## src/rtl/i2s_tx_ctrl.sv

```systemverilog
// I2S transmit controller: one free-running frame counter produces mclk/sclk/lrck,
// and a holding register plus a frame register serialise one stereo pair per frame.
module i2s_tx_ctrl #(
   parameter int DATA_W        = 16,
   parameter int MCLK_DIV_LOG2 = 3
) (
   input  logic              clk,
   input  logic              rst,
   input  logic              en,
   input  logic              s_valid,
   output logic              s_ready,
   input  logic [DATA_W-1:0] s_left,
   input  logic [DATA_W-1:0] s_right,
   output logic              mclk,
   output logic              sclk,
   output logic              lrck,
   output logic              sdata,
   output logic              frame_start,
   output logic              underrun,
   input  logic              underrun_clr
);
   localparam int CNT_W    = MCLK_DIV_LOG2 + 8;
   localparam int SCLK_BIT = MCLK_DIV_LOG2 + 1;

   typedef enum logic [1:0] {IDLE, RUN, STOP} state_t;

   state_t              state_q, state_d;
   logic [CNT_W-1:0]    cnt_q, cnt_d;
   logic                hold_full_q, hold_full_d;
   logic [DATA_W-1:0]   hold_l_q, hold_l_d, hold_r_q, hold_r_d;
   logic [DATA_W-1:0]   frame_l_q, frame_l_d, frame_r_q, frame_r_d;
   logic                sdata_q, sdata_d;
   logic                underrun_q, underrun_d;
   logic                load;
   logic                xfer;
   logic                cnt_last;
   logic [4:0]          slot_k;
   logic [DATA_W-1:0]   slot_word;
   logic                slot_bit;

   assign s_ready     = !hold_full_q && !rst;
   assign xfer        = s_valid && s_ready;
   assign frame_start = load && !rst;
   assign cnt_last    = &cnt_q;

   always_comb begin
      state_d = state_q;
      cnt_d   = cnt_q + CNT_W'(1);
      load    = 1'b0;
      case (state_q)
         IDLE: begin
            cnt_d = '0;
            if (en) begin
               state_d = RUN;
               load    = 1'b1;
            end
         end
         RUN: begin
            if (cnt_last) begin
               if (en) begin
                  load = 1'b1;
               end else begin
                  state_d = IDLE;
                  cnt_d   = '0;
               end
            end else if (!en) begin
               state_d = STOP;
            end
         end
         STOP: begin
            // Re-enabling resumes without a gap; a frame boundary still loads.
            if (en) begin
               state_d = RUN;
               load    = cnt_last;
            end else if (cnt_last) begin
               state_d = IDLE;
               cnt_d   = '0;
            end
         end
         default: begin
            state_d = IDLE;
            cnt_d   = '0;
         end
      endcase
   end

   always_comb begin
      hold_full_d = hold_full_q;
      hold_l_d    = hold_l_q;
      hold_r_d    = hold_r_q;
      frame_l_d   = frame_l_q;
      frame_r_d   = frame_r_q;
      underrun_d  = underrun_q;
      if (load) begin
         hold_full_d = 1'b0;
         frame_l_d   = hold_full_q ? hold_l_q : '0;
         frame_r_d   = hold_full_q ? hold_r_q : '0;
      end
      // A transfer alongside a load refills the holding register for the next frame.
      if (xfer) begin
         hold_full_d = 1'b1;
         hold_l_d    = s_left;
         hold_r_d    = s_right;
      end
      if (underrun_clr) underrun_d = 1'b0;
      if (load && !hold_full_q) underrun_d = 1'b1;
   end

   // Bit for the slot position the counter is about to enter; k=0 and k>DATA_W stay 0.
   always_comb begin
      slot_k    = cnt_d[SCLK_BIT+5:SCLK_BIT+1];
      slot_word = cnt_d[CNT_W-1] ? frame_r_q : frame_l_q;
      slot_bit  = 1'b0;
      for (int i = 0; i < DATA_W; i++) begin
         if (int'(slot_k) == DATA_W - i) slot_bit = slot_word[i];
      end
      sdata_d = sdata_q;
      if (cnt_d[SCLK_BIT:0] == '0) sdata_d = slot_bit;
   end

   always_ff @(posedge clk or posedge rst) begin
      if (rst) begin
         state_q     <= IDLE;
         cnt_q       <= '0;
         hold_full_q <= 1'b0;
         hold_l_q    <= '0;
         hold_r_q    <= '0;
         frame_l_q   <= '0;
         frame_r_q   <= '0;
         sdata_q     <= 1'b0;
         underrun_q  <= 1'b0;
      end else begin
         state_q     <= state_d;
         cnt_q       <= cnt_d;
         hold_full_q <= hold_full_d;
         hold_l_q    <= hold_l_d;
         hold_r_q    <= hold_r_d;
         frame_l_q   <= frame_l_d;
         frame_r_q   <= frame_r_d;
         sdata_q     <= sdata_d;
         underrun_q  <= underrun_d;
      end
   end

   assign mclk     = cnt_q[MCLK_DIV_LOG2-1];
   assign sclk     = cnt_q[SCLK_BIT];
   assign lrck     = cnt_q[CNT_W-1];
   assign sdata    = sdata_q;
   assign underrun = underrun_q;

endmodule

```

## config.mk

```make
export PLATFORM = sky130hd
export DESIGN_NAME = i2s_tx_ctrl
export DESIGN_NICKNAME = d
export VERILOG_FILES = /design/src/rtl/i2s_tx_ctrl.sv
export SDC_FILE = /design/constraint.sdc
export NUM_CORES = 1
export LEC_CHECK = 0
export BUFFER_PORTS_ARGS = -buffer_cell sky130_fd_sc_hd__clkbuf_2
export CORE_MARGIN = 2
export CORE_UTILIZATION = 63
export DETAILED_ROUTE_END_ITERATION = 7
export HOLD_SLACK_MARGIN = 0.02
export PLACE_DENSITY = 0.85
export SLEW_MARGIN = 20
export SYNTH_ARGS = -nofsm -noshare
export SYNTH_HDL_FRONTEND = slang
export SYNTH_SLANG_ARGS = --single-unit
```

## constraint.sdc

```tcl
create_clock -name clk -period 8 [get_ports clk]
set_clock_uncertainty 0.15 [all_clocks]
set_input_delay 0.4 -clock clk [delete_from_list [all_inputs] [get_ports clk]]
set_output_delay 0.4 -clock clk [all_outputs]
set_load 0.005 [all_outputs]
```

==> impl_metrics.xml <==
<?xml version="1.0" encoding="UTF-8"?>
<metrics>
  <group name="synthesis">
    <metric name="ys_top_cells_by_area" unit="">sky130_fd_sc_hd__dfrtp_1 (51%), sky130_fd_sc_hd__mux2_2 (9.5%), sky130_fd_sc_hd__nand2_1 (7.1%), sky130_fd_sc_hd__nand3_1 (4.5%), sky130_fd_sc_hd__mux2i_1 (2.3%)</metric>
    <metric name="area_fraction_in_compound_gates_after_synthesis" unit="">0.07511</metric>
    <metric name="dominant_combinational_cell_family_by_area_after_synthesis" unit="">simple AND/OR/NAND/NOR gates</metric>
    <metric name="yosys.cell_count.top_type" unit="">sky130_fd_sc_hd__dfrtp_1</metric>
    <metric name="yosysTopAreaCell" unit="">sky130_fd_sc_hd__dfrtp_1</metric>
    <metric name="yosys.area_share.simple" unit="">0.1980</metric>
    <metric name="net_count_after_synthesis" unit="">422</metric>
    <metric name="yosys_cell_types" unit="">59</metric>
    <metric name="synth.yosys.warnings" unit="">0</metric>
    <metric name="syn_avg_cell_area" unit="sq um">10.35</metric>
    <metric name="asyncSetResetFlopFracSynth" unit="">1.000</metric>
    <metric name="synth_xor_xnor_area_share" unit="">0.02896</metric>
    <metric name="synth-edff-count" unit="">0</metric>
    <metric name="yosysSeqAreaShare" unit="">0.5092</metric>
    <metric name="synthTopCellsByCount" unit="">sky130_fd_sc_hd__dfrtp_1 (80), sky130_fd_sc_hd__nand2_1 (74), sky130_fd_sc_hd__nand3_1 (35), sky130_fd_sc_hd__mux2_2 (33), sky130_fd_sc_hd__nor2_1 (19)</metric>
    <metric name="synth-main-ff-cell" unit="">sky130_fd_sc_hd__dfrtp_1</metric>
    <metric name="synth_area" unit="sq mm">0.003931</metric>
    <metric name="syn-instance-count" unit="">380</metric>
    <metric name="yosys.area_share.adder" unit="">0.01591</metric>
    <metric name="ys_seq_elements" unit="">80</metric>
    <metric name="synth.area.mux_share" unit="">0.1299</metric>
    <metric name="synth_top_cell_area_share" unit="">0.5092</metric>
  </group>
  <group name="cells_and_area">
    <metric name="design_area" unit="sq mm">0.004395</metric>
    <metric name="nNetsFinal" unit="">455</metric>
    <metric name="areaGrowthSynthToFinish" unit="%">11.81</metric>
    <metric name="fillers" unit="">430</metric>
    <metric name="layout-drive-gt1-share" unit="">0.2584</metric>
    <metric name="antenna_cells" unit="">0</metric>
  </group>
  <group name="placement">
    <metric name="detailedPlace.worstSlack" unit="ps">4806</metric>
    <metric name="io_buffers" unit="">43</metric>
    <metric name="place.gp.congestion" unit="">0.8746</metric>
    <metric name="hpwlAfterDp" unit="um">5463</metric>
    <metric name="post_dp_cell_area" unit="sq mm">0.004144</metric>
  </group>
  <group name="critical_path">
    <metric name="critical_path_class" unit="">reg2out</metric>
    <metric name="worst-endpoint-required" unit="ps">7450</metric>
    <metric name="arrival_worst_endpoint" unit="ps">2830</metric>
    <metric name="end_kind" unit="">primary output</metric>
    <metric name="crit_fanout" unit="">33</metric>
    <metric name="worstSetupStartpointType" unit="">register</metric>
  </group>
  <group name="sta">
    <metric name="setup_ws" unit="ps">4624</metric>
    <metric name="timing.final.crit_period" unit="ps">3376</metric>
    <metric name="tns" unit="ps">0</metric>
    <metric name="slew-limit-headroom" unit="">0.3425</metric>
    <metric name="final.period_utilization" unit="">0.4220</metric>
    <metric name="rsz0062_at_grt" unit="">false</metric>
    <metric name="hold_violations" unit="">0</metric>
    <metric name="fmax" unit="MHz">296.2</metric>
    <metric name="timing_worst_slew_pin_value" unit="ps">986.2</metric>
    <metric name="final_max_slew_viol_count" unit="">0</metric>
    <metric name="setup_viol" unit="">0</metric>
  </group>
  <group name="routing">
    <metric name="finalWirelength" unit="um">8166</metric>
    <metric name="dr_wl_cell" unit="um">16.56</metric>
    <metric name="drt_first_pass_iters" unit="">5</metric>
    <metric name="vias" unit="">2893</metric>
    <metric name="initialDrtViolationCount" unit="">170</metric>
    <metric name="ant_nets" unit="">0</metric>
    <metric name="post_drt_via_cell_ratio" unit="">5.868</metric>
    <metric name="drt_drc_violations_left" unit="">0</metric>
  </group>
  <group name="floorplan">
    <metric name="die_w" unit="um">83.00</metric>
    <metric name="std_cell_rows" unit="">28</metric>
    <metric name="fp.dieH" unit="um">83.00</metric>
    <metric name="pin_count" unit="">44</metric>
    <metric name="design.die.area" unit="sq mm">0.006888</metric>
    <metric name="initial_utilization" unit="">0.6562</metric>
    <metric name="floorplan.core_area" unit="sq mm">0.005991</metric>
  </group>
  <group name="worst_hold_path">
    <metric name="worstHoldPathType" unit="">in2reg</metric>
  </group>
  <group name="cts">
    <metric name="post_cts_buffers" unit="">0</metric>
    <metric name="worst_setup_hold_path_clk_slew" unit="ps">90</metric>
    <metric name="ctsLongestPathBuffers" unit="">2</metric>
    <metric name="htree_levels" unit="">3</metric>
    <metric name="inserted_clock_buffers" unit="">9</metric>
    <metric name="cts_resized" unit="">0</metric>
    <metric name="clock-root-buffer" unit="">sky130_fd_sc_hd__clkbuf_8</metric>
    <metric name="clock_insertion_delay_worst_skew" unit="ps">370</metric>
    <metric name="tritoncts" unit="">done</metric>
    <metric name="tritoncts_sinks" unit="">80</metric>
    <metric name="holdBufCountCts" unit="">0</metric>
  </group>
  <group name="power_and_ir_drop">
    <metric name="power.density_cell_area" unit="mW/mm^2">330.7</metric>
    <metric name="static-leakage-power" unit="nW">2.144</metric>
    <metric name="ir_worst_vdd" unit="uV">302.3</metric>
  </group>
  <group name="global_route">
    <metric name="first_global_vias" unit="">2912</metric>
    <metric name="overflow" unit="">0</metric>
    <metric name="grt_pass1_wl" unit="um">14310</metric>
    <metric name="largest_net_degree_at_the_start_of_global_routing" unit="">81</metric>
    <metric name="groute.usage.overall" unit="">0.2594</metric>
    <metric name="antenna_found_initial" unit="">0</metric>
  </group>
  <group name="run_status">
    <metric name="outcome" unit="">complete, no violations</metric>
  </group>
  <group name="job">
    <metric name="max-cap-violations" unit="">0</metric>
  </group>
</metrics>
==> worst max-delay path: stages, from the launching register on <==
cell and delay, ps:
sky130_fd_sc_hd__dfrtp_1 430, sky130_fd_sc_hd__ha_1 310, sky130_fd_sc_hd__nand4_1 220, sky130_fd_sc_hd__nor3_4 250
sky130_fd_sc_hd__a31oi_1 150, sky130_fd_sc_hd__or3b_2 750, sky130_fd_sc_hd__nor2_1 190, sky130_fd_sc_hd__clkbuf_2 140
==> cell usage in the layout (no fill, tap or decap), drive strengths merged, types with 7 or more instances in the layout <==
| master | instances |
|---|---|
| nor2 | 19 |
| inv | 14 |
| xnor2 | 8 |
| mux2 | 35 |
| a21oi | 7 |
| dfrtp | 80 |
| o21ai | 8 |
| nand3 | 35 |
| nand2 | 74 |
| mux2i | 10 |
| clkbuf | 53 |
==> cell type report <==
type	instances	area [sq um]	area share
Sequential cell	80	2003	0.4557
Clock inverter	6	112.6	0.02562
Inverter	12	45.04	0.01025
Clock buffer	10	137.6	0.03131
Tap cell	75	93.84	0.02135
Timing Repair Buffer	46	237.7	0.05408
Multi-Input combinational cell	264	1765	0.4016
==> worst paths after layout <==
path                         startpoint            to  slack (ps)  depth (start not counted)
max in group asynchronous           rst   hold_full_q        6840                          3
hold / removal             underrun_clr      underrun          90                          2
min in group asynchronous           rst  hold_l_q[13]         200                          3
setup reg to reg               cnt_q[0]         sdata        4780                          9
hold reg to reg            frame_r_q[0]  frame_r_q[0]         330                          2
setup / recovery               cnt_q[0]   frame_start        4620                          7
==> power breakdown <==
part | internal [mW] | leakage [nW] | switching [mW]
Combinational | 0.176 | 1.00 | 0.209
Clock | 0.217 | 0.127 | 0.156
Sequential | 0.572 | 1.02 | 0.124
==> cell families after synthesis <==
| group | after synthesis |
|---|---|
| simple gates | 160 |
| flops | 80 |
| mux | 45 |
| compound gates | 41 |
| buf+inv | 36 |
| xor+xnor | 13 |
| fa+ha+maj | 5 |
==> through the flow <==
stage | instances | util | power [mW] | hold slack [ps]
after floorplan | 380 | - | 0.9718 | 281.5
after global placement | 477 | 0.6917 | 1.051 | 299.7
after detailed placement | 477 | 0.6917 | 1.081 | 305.2
after CTS | 493 | 0.7335 | 1.461 | 64.93
after global routing | 493 | 0.7337 | 1.551 | 73.69
final | 493 | 0.7337 | 1.454 | 85.52
==> per-layer routing <==
layer / vias to the layer above / share of wire / global-route usage
met5: - / 0 / 0
met4: 0 / 0.020 / 0.07452
met3: 13 / 0.043 / 0.06461
met2: 77 / 0.49 / 0.4113
met1: 1425 / 0.44 / 0.3579
li1: 1378 / - / -
==> state kept, by name (all words and copies together), names as in the netlist <==
signal       flops
sdata            1
underrun         1
hold_r_q        16
hold_l_q        16
cnt_q           11
state_q          2
frame_l_q       16
frame_r_q       16
hold_full_q      1
Note: power is estimated with default switching activity, not from simulation.
